[src/rtl/input_event_scheduler.sv]
`default_nettype none
// ============================================================================
// Module      : input_event_scheduler
// Description : Buffers keyboard and mouse events from the keyboard serial
//               block in two small FIFOs, hands them downstream one at a time
//               through a valid/ready register with round-robin fairness, and
//               paces host LED updates so at most one LED pulse is sent per
//               LED_HOLDOFF clock cycles.
//
// Ports
//   clk            in   1   monitor clock, rising edge
//   rst_n          in   1   synchronous active-low reset
//   kb_data_ready  in   1   event strobe (rising edge = one event)
//   kb_is_mouse    in   1   event type: 1 = mouse, 0 = keyboard
//   kb_data        in  16   event payload
//   out_valid      out  1   scheduled event available
//   out_ready      in   1   downstream accepts the event
//   out_data       out 16   scheduled event payload
//   out_is_mouse   out  1   scheduled event type
//   led_req_valid  in   1   host LED update request strobe
//   led_req        in   2   requested LED state
//   led_data_valid out  1   one-cycle LED update pulse
//   led_data       out  2   LED state accompanying led_data_valid
//   drop_count     out  8   saturating count of events dropped on full FIFO
//
// Revision    : 1.0 - initial release
// ============================================================================
module input_event_scheduler #(
    parameter int          FIFO_DEPTH  = 4,
    parameter logic [13:0] LED_HOLDOFF = 14'd10600
) (
    input  logic        clk,
    input  logic        rst_n,
    input  logic        kb_data_ready,
    input  logic        kb_is_mouse,
    input  logic [15:0] kb_data,
    output logic        out_valid,
    input  logic        out_ready,
    output logic [15:0] out_data,
    output logic        out_is_mouse,
    input  logic        led_req_valid,
    input  logic [1:0]  led_req,
    output logic        led_data_valid,
    output logic [1:0]  led_data,
    output logic [7:0]  drop_count
);

    localparam int c_PTR_W   = (FIFO_DEPTH > 1) ? $clog2(FIFO_DEPTH) : 1;
    localparam int c_CNT_W   = c_PTR_W + 1;
    localparam int c_ENTRY_W = 17;  // {type, data}
    localparam logic [c_CNT_W-1:0] c_FULL = c_CNT_W'(FIFO_DEPTH);

    // FIFO index 0 is the keyboard FIFO, index 1 the mouse FIFO.
    localparam int c_NUM_FIFO = 2;

    typedef enum logic [0:0] {
        S_IDLE = 1'b0,
        S_HOLD = 1'b1
    } sched_state_t;

    typedef enum logic [1:0] {
        L_IDLE    = 2'd0,
        L_EMIT    = 2'd1,
        L_HOLDOFF = 2'd2
    } led_state_t;

    // ------------------------------------------------------------------------
    // Event strobe edge detection
    // ------------------------------------------------------------------------
    logic                  r_kb_ready_d;
    logic                  w_push;
    logic [c_ENTRY_W-1:0]  w_push_entry;
    logic [c_NUM_FIFO-1:0] w_push_sel;

    // The delayed copy resets to 1 so that a strobe already high when reset
    // is released is not mistaken for a new event.
    always_ff @(posedge clk) begin
        if (!rst_n) begin
            r_kb_ready_d <= 1'b1;
        end else begin
            r_kb_ready_d <= kb_data_ready;
        end
    end

    assign w_push       = kb_data_ready && !r_kb_ready_d;
    assign w_push_entry = {kb_is_mouse, kb_data};
    assign w_push_sel   = {w_push && kb_is_mouse, w_push && !kb_is_mouse};

    // ------------------------------------------------------------------------
    // Event FIFOs
    // ------------------------------------------------------------------------
    logic [c_NUM_FIFO-1:0]                w_fifo_empty;
    logic [c_NUM_FIFO-1:0]                w_fifo_full;
    logic [c_NUM_FIFO-1:0][c_ENTRY_W-1:0] w_fifo_head;
    logic [c_NUM_FIFO-1:0]                w_pop_sel;

    for (genvar g = 0; g < c_NUM_FIFO; g++) begin : g_fifo
        logic [c_ENTRY_W-1:0] r_mem [FIFO_DEPTH];
        logic [c_PTR_W-1:0]   r_wr_ptr;
        logic [c_PTR_W-1:0]   r_rd_ptr;
        logic [c_CNT_W-1:0]   r_count;
        logic                 w_wr_en;

        // A full FIFO still accepts a push when it is popped in the same
        // cycle; the write lands in the slot being read out, which is safe
        // because the read uses the pre-edge contents.
        assign w_wr_en = w_push_sel[g] && (!w_fifo_full[g] || w_pop_sel[g]);

        assign w_fifo_empty[g] = (r_count == '0);
        assign w_fifo_full[g]  = (r_count == c_FULL);
        assign w_fifo_head[g]  = r_mem[r_rd_ptr];

        // Storage needs no reset: the count guards every read.
        always_ff @(posedge clk) begin
            if (w_wr_en) begin
                r_mem[r_wr_ptr] <= w_push_entry;
            end
        end

        // Pointers wrap naturally because FIFO_DEPTH is a power of two.
        always_ff @(posedge clk) begin
            if (!rst_n) begin
                r_wr_ptr <= '0;
                r_rd_ptr <= '0;
                r_count  <= '0;
            end else begin
                if (w_wr_en) begin
                    r_wr_ptr <= r_wr_ptr + 1'b1;
                end
                if (w_pop_sel[g]) begin
                    r_rd_ptr <= r_rd_ptr + 1'b1;
                end
                case ({w_wr_en, w_pop_sel[g]})
                    2'b10:   r_count <= r_count + 1'b1;
                    2'b01:   r_count <= r_count - 1'b1;
                    default: r_count <= r_count;
                endcase
            end
        end
    end

    // ------------------------------------------------------------------------
    // Drop counter
    // ------------------------------------------------------------------------
    logic       w_drop;
    logic [7:0] r_drop_count;

    assign w_drop = |(w_push_sel & w_fifo_full & ~w_pop_sel);

    always_ff @(posedge clk) begin
        if (!rst_n) begin
            r_drop_count <= 8'd0;
        end else if (w_drop && (r_drop_count != 8'hFF)) begin
            r_drop_count <= r_drop_count + 8'd1;
        end
    end

    assign drop_count = r_drop_count;

    // ------------------------------------------------------------------------
    // Scheduler: arbitration and output register
    // ------------------------------------------------------------------------
    sched_state_t         r_sched_state;
    logic                 r_out_valid;
    logic [15:0]          r_out_data;
    logic                 r_out_is_mouse;
    logic                 r_last_mouse;
    logic                 w_can_issue;
    logic [c_ENTRY_W-1:0] w_pop_entry;

    // The output register can take a new entry when it is empty or when its
    // current entry is being accepted this cycle.
    assign w_can_issue = (r_sched_state == S_IDLE) || (r_out_valid && out_ready);

    // Round-robin only matters when both FIFOs have data; otherwise the
    // single non-empty FIFO is served.
    always_comb begin
        w_pop_sel = '0;
        if (w_can_issue) begin
            if (!w_fifo_empty[0] && !w_fifo_empty[1]) begin
                if (r_last_mouse) begin
                    w_pop_sel[0] = 1'b1;
                end else begin
                    w_pop_sel[1] = 1'b1;
                end
            end else if (!w_fifo_empty[0]) begin
                w_pop_sel[0] = 1'b1;
            end else if (!w_fifo_empty[1]) begin
                w_pop_sel[1] = 1'b1;
            end
        end
    end

    assign w_pop_entry = w_pop_sel[1] ? w_fifo_head[1] : w_fifo_head[0];

    always_ff @(posedge clk) begin
        if (!rst_n) begin
            r_sched_state  <= S_IDLE;
            r_out_valid    <= 1'b0;
            r_out_data     <= 16'h0000;
            r_out_is_mouse <= 1'b0;
            r_last_mouse   <= 1'b1;
        end else begin
            case (r_sched_state)
                S_IDLE: begin
                    if (|w_pop_sel) begin
                        r_out_valid    <= 1'b1;
                        r_out_data     <= w_pop_entry[15:0];
                        r_out_is_mouse <= w_pop_entry[16];
                        r_last_mouse   <= w_pop_sel[1];
                        r_sched_state  <= S_HOLD;
                    end
                end
                S_HOLD: begin
                    if (out_ready) begin
                        if (|w_pop_sel) begin
                            r_out_data     <= w_pop_entry[15:0];
                            r_out_is_mouse <= w_pop_entry[16];
                            r_last_mouse   <= w_pop_sel[1];
                        end else begin
                            r_out_valid    <= 1'b0;
                            r_sched_state  <= S_IDLE;
                        end
                    end
                end
                default: begin
                    r_out_valid   <= 1'b0;
                    r_sched_state <= S_IDLE;
                end
            endcase
        end
    end

    assign out_valid    = r_out_valid;
    assign out_data     = r_out_data;
    assign out_is_mouse = r_out_is_mouse;

    // ------------------------------------------------------------------------
    // LED update pacing
    // ------------------------------------------------------------------------
    led_state_t  r_led_state;
    logic        r_led_pending;
    logic [1:0]  r_led_pend_val;
    logic [13:0] r_led_cnt;
    logic        r_led_valid;
    logic [1:0]  r_led_data;

    // The pulse register is set on the same edge that enters L_EMIT, so the
    // pulse is visible exactly while the FSM sits in L_EMIT.
    //
    // The holdoff is left on the decrement that reaches zero, and a request
    // that arrived meanwhile goes straight to L_EMIT. Together with the one
    // L_EMIT cycle this spaces consecutive pulses exactly LED_HOLDOFF cycles
    // apart. LED_HOLDOFF is expected to be at least 1.
    always_ff @(posedge clk) begin
        if (!rst_n) begin
            r_led_state    <= L_IDLE;
            r_led_pending  <= 1'b0;
            r_led_pend_val <= 2'b00;
            r_led_cnt      <= 14'd0;
            r_led_valid    <= 1'b0;
            r_led_data     <= 2'b00;
        end else begin
            r_led_valid <= 1'b0;

            // Latest request wins, in every state.
            if (led_req_valid) begin
                r_led_pend_val <= led_req;
                r_led_pending  <= 1'b1;
            end

            case (r_led_state)
                L_IDLE: begin
                    if (r_led_pending) begin
                        r_led_valid <= 1'b1;
                        r_led_data  <= r_led_pend_val;
                        r_led_state <= L_EMIT;
                    end
                end
                L_EMIT: begin
                    // A request arriving during the pulse stays pending.
                    if (!led_req_valid) begin
                        r_led_pending <= 1'b0;
                    end
                    r_led_cnt   <= LED_HOLDOFF - 14'd1;
                    r_led_state <= L_HOLDOFF;
                end
                L_HOLDOFF: begin
                    if (r_led_cnt <= 14'd1) begin
                        r_led_cnt <= 14'd0;
                        if (r_led_pending) begin
                            r_led_valid <= 1'b1;
                            r_led_data  <= r_led_pend_val;
                            r_led_state <= L_EMIT;
                        end else begin
                            r_led_state <= L_IDLE;
                        end
                    end else begin
                        r_led_cnt <= r_led_cnt - 14'd1;
                    end
                end
                default: begin
                    r_led_state <= L_IDLE;
                end
            endcase
        end
    end

    assign led_data_valid = r_led_valid;
    assign led_data       = r_led_data;

endmodule
`default_nettype wire

[config.mk]
export PLATFORM = sky130hd
export DESIGN_NAME = input_event_scheduler
export DESIGN_NICKNAME = d
export VERILOG_FILES = /design/src/rtl/input_event_scheduler.sv
export SDC_FILE = /design/constraint.sdc
export NUM_CORES = 1
export LEC_CHECK = 0
export CORE_UTILIZATION = 55
export CTS_CLUSTER_DIAMETER = 120
export CTS_CLUSTER_SIZE = 20
export DETAILED_ROUTE_END_ITERATION = 6
export PLACE_DENSITY = 0.75
export SLEW_MARGIN = 20
export SYNTH_ARGS = -nofsm -noshare
export SYNTH_HDL_FRONTEND = slang
export SYNTH_SLANG_ARGS = --single-unit
[constraint.sdc]
create_clock -name clk -period 4.7 [get_ports clk]
set_input_delay 0.94 -clock clk [delete_from_list [all_inputs] [get_ports clk]]
set_output_delay 0.94 -clock clk [all_outputs]
set_load 0.1 [all_outputs]
Word level (Yosys, flattened, before mapping)
Memories as Yosys holds them, arrays and structs flattened. A register that Yosys moved wholly into a read port is not among the register bits.
Cells that the tools add are included.
Cells by class
  add/subtract/negate cells: 10
  multiply operators: 0
  div/mod/pow operators: 0
  magnitude comparators: 1
  equality and inequality tests: 14
  shifts and indexed selects: 0
  multiplexer cells: 49
  bitwise logic cells: 4
  reductions and logical operators: 29
Operators by type and width (number)
  2-to-1 mux 16 bit: 2
  case mux 16 bit (2 select lines): 1
  case mux 14 bit (2 select lines): 1
  2-to-1 mux 1 bit: 24
  2-to-1 mux 2 bit: 10
  2-to-1 mux 17 bit: 1
  less-or-equal comparator 14 x 1 -> 1 bit, second input constant: 1
  2-to-1 mux 14 bit: 1
  subtractor 14 x 1 -> 14 bit, second input constant: 1
  case mux 3 bit (2 select lines): 2
  case mux 1 bit (2 select lines): 5
  adder 2 x 1 -> 2 bit, second input constant: 4
  adder 8 x 1 -> 8 bit, second input constant: 1
  logical AND 1 bit: 8
  != test 2 bit, second input constant: 4
  != test 8 bit, second input constant: 1
  nonzero test 2 bit: 4
  adder 3 x 1 -> 3 bit, second input constant: 2
  equality test 2 x 1 -> 1 bit, second input constant: 3
  equality test 2 bit, second input constant: 3
  equality test 3 bit, second input constant: 2
  logical NOT 1 bit: 6
  logical NOT 3 bit: 2
  case mux 2 bit (3 select lines): 1
  other kinds (11): 17
Storage, ports and cells
  register bits after elaboration: 65
  latch bits: 0
  bits in writable memories: 136
  ROM bits: 0
  output and inout bits: 29
  logic and storage cells: 128
  memories kept: 2
Memory list
  g_fifo[0].r_mem: words 4, width 17, rd ports 1, clocked after Yosys merged registers in 1, wr ports 1, line 98  | logic [c_ENTRY_W-1:0] r_mem [FIFO_DEPTH];
  g_fifo[1].r_mem: words 4, width 17, rd ports 1, clocked after Yosys merged registers in 1, wr ports 1, line 98

Depth between registers and ports, before layout
  depth after elaboration: 9
  depth in mapped cells: 8

Worst setup path after synthesis
No wires, ideal clock.
  path kind: flip-flop to flip-flop
  from: register r_out_valid (netlist: out_valid)
  to: register g_fifo[1].r_count[2]
  setup time: 70 ps
  data arrival time: 2835 ps
  required time: 4630 ps
  slack: 1794 ps
  cell stages (with the launch flop): 9
  buffers on the path: 1
  clock period less this slack: 2906 ps
  path through: dfxtp_1 a21boi_1 nor3_1 clkbuf_1 nand2_1 fa_1 nand3b_1 a21o_1 a21oi_1
Between the ends
  word-level cells in the longest chain between the ends: 7
  elaborated cells on any way between the ends: 9
  those cells by class: eq/ne (2); mux (2); reduce/logical (5)
Ends and longest elaborated chain
  from (decl): line 164  | logic r_out_valid;
  from (signal assigned): line 199  | r_out_valid <= 1'b0;
  from (signal assigned): line 207  | r_out_valid <= 1'b1;
  from (signal assigned): line 221  | r_out_valid <= 1'b0;
  logical AND 1 bit *: line 173  | assign w_can_issue = (r_sched_state == S_IDLE) || (r_out_valid && out_ready);
  logical OR 1 bit *: line 173
  2-to-1 mux 2 bit *: line 179  | if (w_can_issue) begin
  logical OR 1 bit: line 107  | assign w_wr_en = w_push_sel[g] && (!w_fifo_full[g] || w_pop_sel[g]);
  logical AND 1 bit: line 107
  equality test 2 x 1 -> 1 bit or equality test 2 bit (tied branches): line 133  | case ({w_wr_en, w_pop_sel[g]})
  case mux 3 bit (2 select lines) or nonzero test 2 bit (tied branches)
  to (signal assigned): line 134  | 2'b10: r_count <= r_count + 1'b1;
  to (signal assigned): line 135  | 2'b01: r_count <= r_count - 1'b1;
  to (signal assigned): line 136  | default: r_count <= r_count;
  to (decl): line 101  | logic [c_CNT_W-1:0] r_count;
Mark *: on every way between the ends. The rest lies on a longest branch, timed or not.
A chain may end at the register's enable or synchronous reset.

Worst setup path in the final report
  from: input port kb_is_mouse
  to: memory g_fifo[0].r_mem[3][0], enable pin
Between the ends
  word-level cells in the longest chain between the ends: 5
Ends and longest elaborated chain
  from (decl): line 35  | input logic kb_is_mouse,
  logical NOT 1 bit: line 87  | assign w_push_sel = {w_push && kb_is_mouse, w_push && !kb_is_mouse};
  logical AND 1 bit: line 87
  logical AND 1 bit: line 107
  2-to-1 mux 1 bit: line 115  | if (w_wr_en) begin
  2-to-1 mux 1 bit (not written as such): line 116  | r_mem[r_wr_ptr] <= w_push_entry;
  to (decl): line 98
No other way between the ends.

==> impl_metrics.yaml <==
finish:
  synthToLayoutAreaGrowth_pct: 14.0
  antenna_cells_inserted: 0
  final_layout_size_suffix_gt1_frac: 0.109
  layout.nets: 669
  finish.cell_count_without_fillers: 819
critical_path:
  worstPathRequired_ns: 4.79
  timing.critical_path.max_delay_family: "simple AND/OR/NAND/NOR gates"
  critPathLaunchType: "input port"
  timing.setup.critical_path_class: "in2reg"
  critical_path.max_stage_delay_ns: 0.80
  critical_path.endpoint_type: "flip-flop"
  cp_max_fo: 17
  cp.arrival_ns: 3.51
  timing.critical_path.slowest_stage_cell: "sky130_fd_sc_hd__and2_1"
  buffers_inverters_on_critical_path: 1
  worstPathCellList: "clkdlybuf4s50_1 > or3b_2 > a221oi_2 > and2_1"
global_route:
  global_route.overflow_total: 0
  via_count_of_the_first_global_routing_pass: 5020
  number_of_antenna_violations_at_the_first_check_in_global_routing: 0
  largest_net_degree_at_the_start_of_global_routing: 38
  gr-usage-all-layers: 0.216
  first_pass_grt_wire_length_um: 26300
logic_synthesis:
  proportion_of_synthesized_chip_area_in_sequential_cells: 0.665
  ys_top_cells_by_area: "sky130_fd_sc_hd__edfxtp_1 (50%), sky130_fd_sc_hd__dfxtp_1 (17%), sky130_fd_sc_hd__mux4_2 (9.3%)"
  mapped_cells: 574
  mappedNetlistArea_sq_um: 8220
  post-synth-top-area-cell: "sky130_fd_sc_hd__edfxtp_1"
  ys_dominant_reg_cell: "sky130_fd_sc_hd__edfxtp_1"
  synth_edf_count: 136
  yosysMostFrequentCell: "sky130_fd_sc_hd__edfxtp_1"
  yosysWarningCount: 0
  yosys.area.top_type_share: 0.497
  post_synth.cell_area_avg_sq_um: 14.3
  post_synth_most_frequent_cells: "sky130_fd_sc_hd__edfxtp_1 (136), sky130_fd_sc_hd__dfxtp_1 (69), sky130_fd_sc_hd__nand2_1 (51)"
  async_flop_share: 0
  synth_cell_type_count: 57
  synth-seq-cells: 205
  syn_nets: 616
detailed_routing:
  vias_per_cell: 5.95
  routed_wl_um: 16300
  detailedRoute.firstIterationViolations: 411
  firstDrtPassIters: 5
  detailroute.via_count: 4875
  post-route-drc-count: 0
  ant_nets: 0
  wl_per_cell_um: 20.0
timing:
  post-route-min-period_ns: 3.42
  max_freq_ghz: 0.292
  max-slew-margin-rel: 0.334
  slew_violations: 0
  report.final.hold_viol_count: 0
  setup_viol: 0
  timing.clock.skew_ns: 0.0225
  min_period_over_period: 0.728
  unrepaired_setup_endpoints_after_global_routing: "no"
  timing.setup.tns_ns: 0
  max_slew.worst_pin.slew_ns: 0.997
outcome:
  status: "complete, no violations"
run:
  drv.max_cap_violation_count: 0
power:
  p_leak_uw: 0.00308
  ir_worst_vdd_mv: 0.386
  powerDensity_nw_per_um2: 563
  total_power_uw: 5280
die:
  ioPinCount: 53
  floorplan.initialDensity: 0.564
  rows: 44
  dieWidth_um: 124
  core_region_area_sq_um: 14600
  die_area_sq_um: 15400
  die_height_um: 124
clock_network:
  post_cts_setup_inserts: 0
  cts_max_level: 1
  tritoncts_num_sinks: 205
  cts_made_buffers: 14
  tritoncts_clock_tree: "done"
  cts-root-buf: "sky130_fd_sc_hd__clkbuf_16"
  cts.path.max_buffers: 3
  post_cts_hold_buffer_count: 0
  worstSkewPairLatency_ns: 0.47
  post_cts_sizing: 0
  clk_pin_slew_ns: 0.09
placed_design:
  place_congestion: 0.815
  place.detailed.hpwl_um: 10300
  port-buffer-count: 52
  post-place-cells: 795
worst_hold_path:
  path_category_of_the_worst_min_delay_check: "reg2reg"
==> cells by family (layout without fill, tap and decap cells) <==
logic type               count (synthesis)  count (layout)  synth area share
AO/OA/AOI/OAI                           99              99            0.0776
XOR/XNOR                                12              12            0.0128
adder cells (fa/ha/maj)                 18              18            0.0292
buffers and inverters                   44             105            0.0208
flip-flops                             205             205             0.665
multiplexers                            43              43             0.104
AND/OR/NAND/NOR                        153             153            0.0910
==> cell type report <==
class / count / area (sq um)
clock inverters: 1 / 16.3
multi-input cells: 325 / 2590
fillers: 1032 / 5210
inverters: 18 / 67.6
flip-flops and latches: 205 / 5470
repair buffers: 63 / 603
well taps: 184 / 230
clock buffers: 23 / 405
==> worst register-to-register path: cells and delay by family, from the launching register on <==
kind | cells | cell delay, ns
flops | 1 | 0.36
compound gates | 1 | 0.63
simple gates | 2 | 1.23
==> power breakdown <==
group / total (uW) / switching (uW) / internal [uW]
clock: 1190 / 588 / 603
combinational: 1850 / 1180 / 666
sequential: 2240 / 157 / 2090
total: 5280 / 1930 / 3350
==> flip-flops by register name, indices dropped and copies added (netlist names), 4 cells and up, named ones only <==
register         flops
g_fifo.r_rd_ptr      4
r_led_cnt           14
g_fifo.r_wr_ptr      4
out_data            16
g_fifo.r_count       6
drop_count           8
g_fifo.r_mem       136
==> layout by cell type, fill, tap and decap left out, types with 3 or more instances in the layout <==
cell type,netlist,routed
sky130_fd_sc_hd__a32o_1,3,3
sky130_fd_sc_hd__clkbuf_1,17,8
sky130_fd_sc_hd__and2_1,10,10
sky130_fd_sc_hd__clkbuf_16,0,15
sky130_fd_sc_hd__nor3_1,7,7
sky130_fd_sc_hd__ha_1,16,16
sky130_fd_sc_hd__xor2_1,4,4
sky130_fd_sc_hd__mux2i_1,9,9
sky130_fd_sc_hd__o21ai_0,29,29
sky130_fd_sc_hd__a21o_1,3,3
sky130_fd_sc_hd__or4_1,5,5
sky130_fd_sc_hd__dfxtp_1,69,69
sky130_fd_sc_hd__a22oi_1,8,8
sky130_fd_sc_hd__nand3b_1,3,3
sky130_fd_sc_hd__mux4_2,34,34
sky130_fd_sc_hd__a21oi_1,21,21
sky130_fd_sc_hd__edfxtp_1,136,136
sky130_fd_sc_hd__a31oi_1,15,15
sky130_fd_sc_hd__o31ai_1,3,3
sky130_fd_sc_hd__nand3_1,14,14
sky130_fd_sc_hd__nor4_1,3,3
sky130_fd_sc_hd__xnor2_1,8,8
sky130_fd_sc_hd__buf_4,0,11
sky130_fd_sc_hd__or3_1,6,6
sky130_fd_sc_hd__nand2b_1,4,4
sky130_fd_sc_hd__nand2_1,51,51
sky130_fd_sc_hd__clkdlybuf4s50_1,0,52
sky130_fd_sc_hd__nor2_1,35,35
sky130_fd_sc_hd__inv_1,17,17
==> per-layer routing <==
layer	part of all wire	GRT usage	wire [um]
met5	0	0	0
met4	0.019	0.0581	312
met3	0.056	0.0314	923
met2	0.50	0.372	8160
met1	0.43	0.288	6950
==> path summary, 6_finish.rpt <==
path / startpoint / to / slack [ns] / depth (start not counted)
worst max-delay path: kb_is_mouse / g_fifo[0].r_mem[3][0] / 1.28 / 4
worst min-delay path: out_data[4] / out_data[4] / 0.47 / 2
worst max register to register: g_fifo[1].r_count[2] / g_fifo[0].r_mem[3][0] / 2.09 / 3
worst min register to register: out_data[4] / out_data[4] / 0.47 / 2
==> metrics by stage <==
stage | hold WS, ns | setup WS [ns] | util | area, sq um
after floorplan | 0.460 | 1.79 | - | 8220
after global placement | 0.450 | 0.997 | 0.614 | 8950
after detailed placement | 0.460 | 0.848 | 0.614 | 8950
after CTS | 0.476 | 1.33 | 0.643 | 9380
after global routing | 0.497 | 1.14 | 0.643 | 9380
final | 0.466 | 1.28 | 0.643 | 9380
(Power assumes the default switching activity.)
